--- src/rtl/pwm_multi_if.sv ---
// Configuration bus from the control register block into the PWM generator.
// Latency: none (wires only); the write strobe is a single-cycle pulse.
// Backpressure: none; every cfg_wr is captured on the clock edge that samples it.
interface pwm_multi_if #(
   parameter int WIDTH  = 16,
   parameter int NUM_CH = 4
);
   logic                    cfg_wr;
   logic [WIDTH-1:0]        cfg_period;
   logic [NUM_CH*WIDTH-1:0] cfg_duty;
   logic                    cfg_center;
   logic [NUM_CH-1:0]       cfg_polarity;

   modport master (
      output cfg_wr, cfg_period, cfg_duty, cfg_center, cfg_polarity
   );

   modport slave (
      input  cfg_wr, cfg_period, cfg_duty, cfg_center, cfg_polarity
   );
endinterface

--- src/rtl/pwm_multi.sv ---
// Multi-channel PWM: shared frame counter, per-channel duty/polarity, edge or center mode.
// Latency: one clock from counter value to pwm_out/frame_start; config commits at frame boundaries.
// Backpressure: none; a later cfg_wr before the boundary overwrites the shadow copy.
module pwm_multi #(
   parameter int WIDTH  = 16,
   parameter int NUM_CH = 4
) (
   input  logic              clk,
   input  logic              rst_n,
   input  logic              enable,
   pwm_multi_if.slave        cfg,
   output logic [NUM_CH-1:0] pwm_out,
   output logic              frame_start,
   output logic              update_pending
);

   typedef struct packed {
      logic [WIDTH-1:0]        period;
      logic [NUM_CH*WIDTH-1:0] duty;
      logic                    center;
      logic [NUM_CH-1:0]       pol;
   } cfg_t;

   typedef enum logic {DIR_UP = 1'b0, DIR_DOWN = 1'b1} dir_e;

   localparam logic [WIDTH-1:0] ZERO = '0;
   localparam logic [WIDTH-1:0] ONE  = {{(WIDTH-1){1'b0}}, 1'b1};

   logic [WIDTH-1:0]  cnt_q, cnt_d;
   dir_e              dir_q, dir_d;
   cfg_t              shadow_q, shadow_d;
   cfg_t              active_q, active_d;
   cfg_t              cfg_in;
   logic              pend_q, pend_d;
   logic [NUM_CH-1:0] pwm_q, pwm_d;
   logic              fs_q, fs_d;
   logic              wrap;

   // Collect the interface fields into one config word.
   always_comb begin
      cfg_in        = '0;
      cfg_in.period = cfg.cfg_period;
      cfg_in.duty   = cfg.cfg_duty;
      cfg_in.center = cfg.cfg_center;
      cfg_in.pol    = cfg.cfg_polarity;
   end

   // Counter sequencing; wrap marks the edge at which cnt becomes 0 for a new frame.
   // While disabled every cycle counts as a boundary so active tracks the shadow.
   always_comb begin
      cnt_d = cnt_q;
      dir_d = dir_q;
      wrap  = 1'b0;
      if (!enable || active_q.period == ZERO) begin
         cnt_d = ZERO;
         dir_d = DIR_UP;
         wrap  = 1'b1;
      end else if (!active_q.center) begin
         if (cnt_q >= active_q.period) begin
            cnt_d = ZERO;
            wrap  = 1'b1;
         end else begin
            cnt_d = cnt_q + ONE;
         end
      end else if (dir_q == DIR_UP) begin
         if (cnt_q >= active_q.period) begin
            // With P=1 the down ramp is empty: 0,1 then straight back to 0.
            if (active_q.period == ONE) begin
               cnt_d = ZERO;
               wrap  = 1'b1;
            end else begin
               cnt_d = active_q.period - ONE;
               dir_d = DIR_DOWN;
            end
         end else begin
            cnt_d = cnt_q + ONE;
         end
      end else begin
         if (cnt_q <= ONE) begin
            cnt_d = ZERO;
            dir_d = DIR_UP;
            wrap  = 1'b1;
         end else begin
            cnt_d = cnt_q - ONE;
         end
      end
   end

   // Shadow capture and commit; a write on the boundary edge bypasses the shadow.
   always_comb begin
      shadow_d = cfg.cfg_wr ? cfg_in : shadow_q;
      active_d = active_q;
      pend_d   = pend_q | cfg.cfg_wr;
      if (wrap) begin
         active_d = cfg.cfg_wr ? cfg_in : shadow_q;
         pend_d   = 1'b0;
      end
   end

   // Compare stage: outputs sit at the idle (polarity) level while disabled.
   always_comb begin
      pwm_d = '0;
      for (int i = 0; i < NUM_CH; i++) begin
         if (enable)
            pwm_d[i] = (cnt_q < active_q.duty[i*WIDTH +: WIDTH]) ^ active_q.pol[i];
         else
            pwm_d[i] = active_q.pol[i];
      end
      fs_d = enable && (cnt_q == ZERO);
   end

   // State and output registers with synchronous reset.
   always_ff @(posedge clk) begin
      if (!rst_n) begin
         cnt_q    <= ZERO;
         dir_q    <= DIR_UP;
         shadow_q <= '0;
         active_q <= '0;
         pend_q   <= 1'b0;
         pwm_q    <= '0;
         fs_q     <= 1'b0;
      end else begin
         cnt_q    <= cnt_d;
         dir_q    <= dir_d;
         shadow_q <= shadow_d;
         active_q <= active_d;
         pend_q   <= pend_d;
         pwm_q    <= pwm_d;
         fs_q     <= fs_d;
      end
   end

   assign pwm_out        = pwm_q;
   assign frame_start    = fs_q;
   assign update_pending = pend_q;

endmodule
--- src/flat_wrapper.sv ---
// flat-port wrapper written by rule: the top's interface ports become plain ports
module pwm_multi_flat 
#(
   parameter int WIDTH  = 16,
   parameter int NUM_CH = 4
)
  (clk, rst_n, enable, pwm_out, frame_start, update_pending, cfg_cfg_wr, cfg_cfg_period, cfg_cfg_duty, cfg_cfg_center, cfg_cfg_polarity);
  pwm_multi_if #(.WIDTH(WIDTH), .NUM_CH(NUM_CH)) cfg_i ();
  input  logic clk;
  input  logic rst_n;
  input  logic enable;
  output logic [NUM_CH-1:0] pwm_out;
  output logic frame_start;
  output logic update_pending;
  input wire logic [$bits(cfg_i.cfg_wr)-1:0] cfg_cfg_wr;
  input wire logic [$bits(cfg_i.cfg_period)-1:0] cfg_cfg_period;
  input wire logic [$bits(cfg_i.cfg_duty)-1:0] cfg_cfg_duty;
  input wire logic [$bits(cfg_i.cfg_center)-1:0] cfg_cfg_center;
  input wire logic [$bits(cfg_i.cfg_polarity)-1:0] cfg_cfg_polarity;
  assign cfg_i.cfg_wr = cfg_cfg_wr;
  assign cfg_i.cfg_period = cfg_cfg_period;
  assign cfg_i.cfg_duty = cfg_cfg_duty;
  assign cfg_i.cfg_center = cfg_cfg_center;
  assign cfg_i.cfg_polarity = cfg_cfg_polarity;
  pwm_multi #(.WIDTH(WIDTH), .NUM_CH(NUM_CH)) u_core (.clk(clk), .rst_n(rst_n), .enable(enable), .cfg(cfg_i), .pwm_out(pwm_out), .frame_start(frame_start), .update_pending(update_pending));
endmodule
--- config.mk ---
export PLATFORM = sky130hd
export DESIGN_NAME = pwm_multi_flat
export DESIGN_NICKNAME = d
export VERILOG_FILES = /design/src/rtl/pwm_multi_if.sv /design/src/rtl/pwm_multi.sv /design/src/flat_wrapper.sv
export SDC_FILE = /design/constraint.sdc
export NUM_CORES = 1
export LEC_CHECK = 0
export CORE_MARGIN = 3
export CORE_UTILIZATION = 60
export CTS_BUF_LIST = sky130_fd_sc_hd__clkbuf_2 sky130_fd_sc_hd__clkbuf_4 sky130_fd_sc_hd__clkbuf_8
export CTS_CLUSTER_DIAMETER = 50
export DETAILED_ROUTE_END_ITERATION = 10
export MAX_ROUTING_LAYER = met4
export PLACE_DENSITY = 0.83
export SYNTH_ARGS = -nofsm -noshare
export SYNTH_HDL_FRONTEND = slang
export SYNTH_SLANG_ARGS = --single-unit
--- constraint.sdc ---
create_clock -name clk -period 3.1 [get_ports clk]
set_input_delay 0.62 -clock clk [delete_from_list [all_inputs] [get_ports clk]]
set_output_delay 0.62 -clock clk [all_outputs]
set_load 0.005 [all_outputs]
==> qor.tcl <==
set qor(wl_per_cell_um) 16.96
set qor(fmax_mhz) 342.1
set qor(cp_max_fo) 38
set qor(grt_pass1_wl_um) 37630
set qor(placed_cell_count) 1336
set qor(timing.clock.skew_ps) 10.24
set qor(initial_utilization) 0.6219
set qor(route.detailed.drc) 0
set qor(syn_area_per_cell_um2) 9.621
set qor(synth-edff-count) 0
set qor(async_set_or_reset_register_ratio_after_synthesis) 0
set qor(timing_worst_slew_pin_value_ps) 737.7
set qor(drt_pre_antenna_iters) 5
set qor(synth-seq-cells) 193
set qor(slew-limit-headroom) 0.5037
set qor(drtIter0Drc) 597
set qor(track_usage) 0.2679
set qor(yosys_warnings) 0
set qor(synthToLayoutAreaGrowth_pct) 17.36
set qor(layout_worst_path_cycle_share) 0.9430
set qor(comb_power_share) 0.289
set qor(largest_net_degree_at_the_start_of_global_routing) 60
set qor(synth_area_um2) 9987
set qor(globalRouteOverflowTotal) 0
set qor(route.antenna.remaining_nets) 0
set qor(timing.critical_path.from_type) {register}
set qor(clock_sinks) 193
set qor(ctsLongestPathBuffers) 2
set qor(path_clk_slew_ps) 90
set qor(leakage_nw) 5.240
set qor(row_count) 46
set qor(layout.nets) 1311
set qor(status) {finished clean}
set qor(post-cts-setup-buffer-count) 0
set qor(die_height_um) 135.0
set qor(dp.final_hpwl_um) 16910
set qor(fp.dieW_um) 135.0
set qor(pin_count) 95
set qor(p_per_area_nw_per_um2) 527.5
set qor(synth_cell_types) 52
set qor(timing_hold_violations_final) 0
set qor(path_class) {reg -> reg}
set qor(crit_path_top_delay_cell) {or3_1}
set qor(internal_power_w) 0.004236
set qor(synth_sequential_area_ratio) 0.3869
set qor(setup_viol_count_final) 0
set qor(grt_antenna_before_repair) 0
set qor(wirelength_um) 23200
set qor(totalNegativeSetupSlack_ps) 0
set qor(place_congestion) 1.038
set qor(cp_cell_sequence) {inv_1, ha_1, a41oi_1, o21ai_1, o2bb2ai_1, or3_1, a21oi_4, buf_12, mux2_1}
set qor(worstSetupEndpointType) {register}
set qor(layout.cells.non_filler) 1368
set qor(cts-buffers-inserted) 17
set qor(number_of_buffers_inserted_for_hold_repair_after_clock_tree_synthesis) 0
set qor(maxCapViolCount) 0
set qor(power.clock.fraction) 0.258
set qor(insertion_delay_ps) 470
set qor(number_of_slew_limit_violations_in_the_final_report) 0
set qor(dieArea_um2) 18230
set qor(synth_flop_cell) {dfxtp_1}
set qor(grt_setup_unrepaired) {no}
set qor(cts.repair.resized) 0
set qor(filler_cell_count) 1136
set qor(peakVddDrop_uv) 369.5
set qor(critical_path_arrival_ps) 3290
set qor(hp-class) {reg -> reg}
set qor(max_stage_delay_ps) 500
set qor(design.core.area_um2) 16060
set qor(ratio_of_routed_vias_to_standard_cells) 5.494
set qor(cts_tree) {done}
set qor(p_switching_w) 0.001948
set qor(critical_path_rt_ps) 3460
set qor(via_count) 7516
set qor(grt_pass1_vias) 7523
set qor(netlist_instances) 1038
set qor(layout_min_cycle_time_ps) 2923
set qor(num_antenna_cells) 0
set qor(sw_frac_of_total) 0.3150
set qor(syn_nets) 1210
set qor(port_buffers) 94
set qor(power_frac_seq) 0.452
set qor(clk_root_buffer_cell) {clkbuf_8}
set qor(layout-drive-gt1-share) 0.1146
set qor(clock_tree.htree_level_count) 4
[Yosys cell counts, drive strengths merged, types with 14 or more instances]
| master | number | share of area |
|---|---|---|
| nand3 | 20 | 0.010 |
| mux2i | 85 | 0.085 |
| a21oi | 24 | 0.012 |
| clkbuf | 30 | 0.011 |
| nor3 | 14 | 0.0070 |
| inv | 86 | 0.032 |
| buf | 21 | 0.013 |
| nand2 | 24 | 0.0090 |
| a21o | 18 | 0.014 |
| nand4 | 20 | 0.013 |
| dfxtp | 193 | 0.39 |
| xnor2 | 32 | 0.028 |
| mux2 | 88 | 0.12 |
| nor2 | 183 | 0.069 |
| o21ai | 17 | 0.0085 |
| ha | 83 | 0.10 |
[area by class of cell]
class                   count  area (µm²)  area share
well taps                 216       270.3     0.02306
multi-input cells         708        5568      0.4750
clock inverters            14       127.6     0.01089
clock buffers              18       247.7     0.02114
repair buffers            133        1319      0.1125
flip-flops and latches    193        3864      0.3296
inverters                  86       325.3     0.02775
[critical path: cells and delay by family, from the launching register on]
kind            cells  cell delay (ps)
fa+ha+maj           1              340
mux                 1              360
buf+inv             2              390
flops               1              410
compound gates      4              790
simple gates        1              500
[placed cells by master, fill, tap and decap left out, types with 23 or more instances in the layout]
master             n
inv_1             85
mux2i_1           85
ha_1              83
dfxtp_1          193
buf_4             33
mux2_1            35
xnor2_1           32
a21oi_1           23
mux2_4            49
nand2_1           24
clkdlybuf4s50_1   93
nor2_1           183
[metal layers]
layer | GRT usage | up-vias | wire length [µm]
li1 | - | 3755 | -
met1 | 0.3267 | 3505 | 10150
met2 | 0.4461 | 210 | 11050
met3 | 0.04844 | 46 | 1318
met4 | 0.09910 | 0 | 681
met5 | - | - | 0
[worst paths after layout]
path,from,endpoint,slack [ps],depth (start not counted)
worst max-delay path,u_core.active_q[76],u_core.active_q[16],180,9
worst min-delay path,u_core.shadow_q[16],u_core.shadow_q[16],510,2
worst max register to register,u_core.active_q[76],u_core.active_q[16],180,9
worst min register to register,u_core.shadow_q[16],u_core.shadow_q[16],510,2
[through the flow]
step	utilization	setup slack [ps]	hold WS (ps)	total power (W)	instance area [µm²]
3_5_place_dp	0.7066	221.3	494.1	0.004619	11350
2_1_floorplan	-	393.3	462.5	0.004109	9987
5_1_grt	0.7299	31.57	546.2	0.006477	11720
6_report	0.7299	176.6	510.4	0.006183	11720
3_3_place_gp	0.7066	306.4	482.7	0.004572	11350
4_1_cts	0.7299	210.1	515.7	0.006205	11720
[registers in the layout, indices dropped and copies added, names as in the netlist]
register               cells
u_core.cnt_q              16
u_core.update_pending      1
u_core.dir_q               1
u_core.frame_start         1
u_core.shadow_q           85
u_core.pwm_out             4
u_core.active_q           85
[power groups by stage]
| stage | Combinational (W) | Clock [W] | Sequential, W |
|---|---|---|---|
| floorplan | 0.00128 | 0 | 0.00283 |
| global placement | 0.00173 | 0 | 0.00284 |
| detailed placement | 0.00177 | 0 | 0.00285 |
| CTS | 0.00178 | 0.00162 | 0.00280 |
| global route | 0.00194 | 0.00171 | 0.00282 |
| finish | 0.00179 | 0.00160 | 0.00280 |
[logic make-up after synthesis]
group,share of synthesized area
flops,0.3869
buf+inv,0.05675
mux,0.2028
xor+xnor,0.03683
simple gates,0.1427
compound gates,0.07003
fa+ha+maj,0.1040
(Power assumes the default switching activity.)
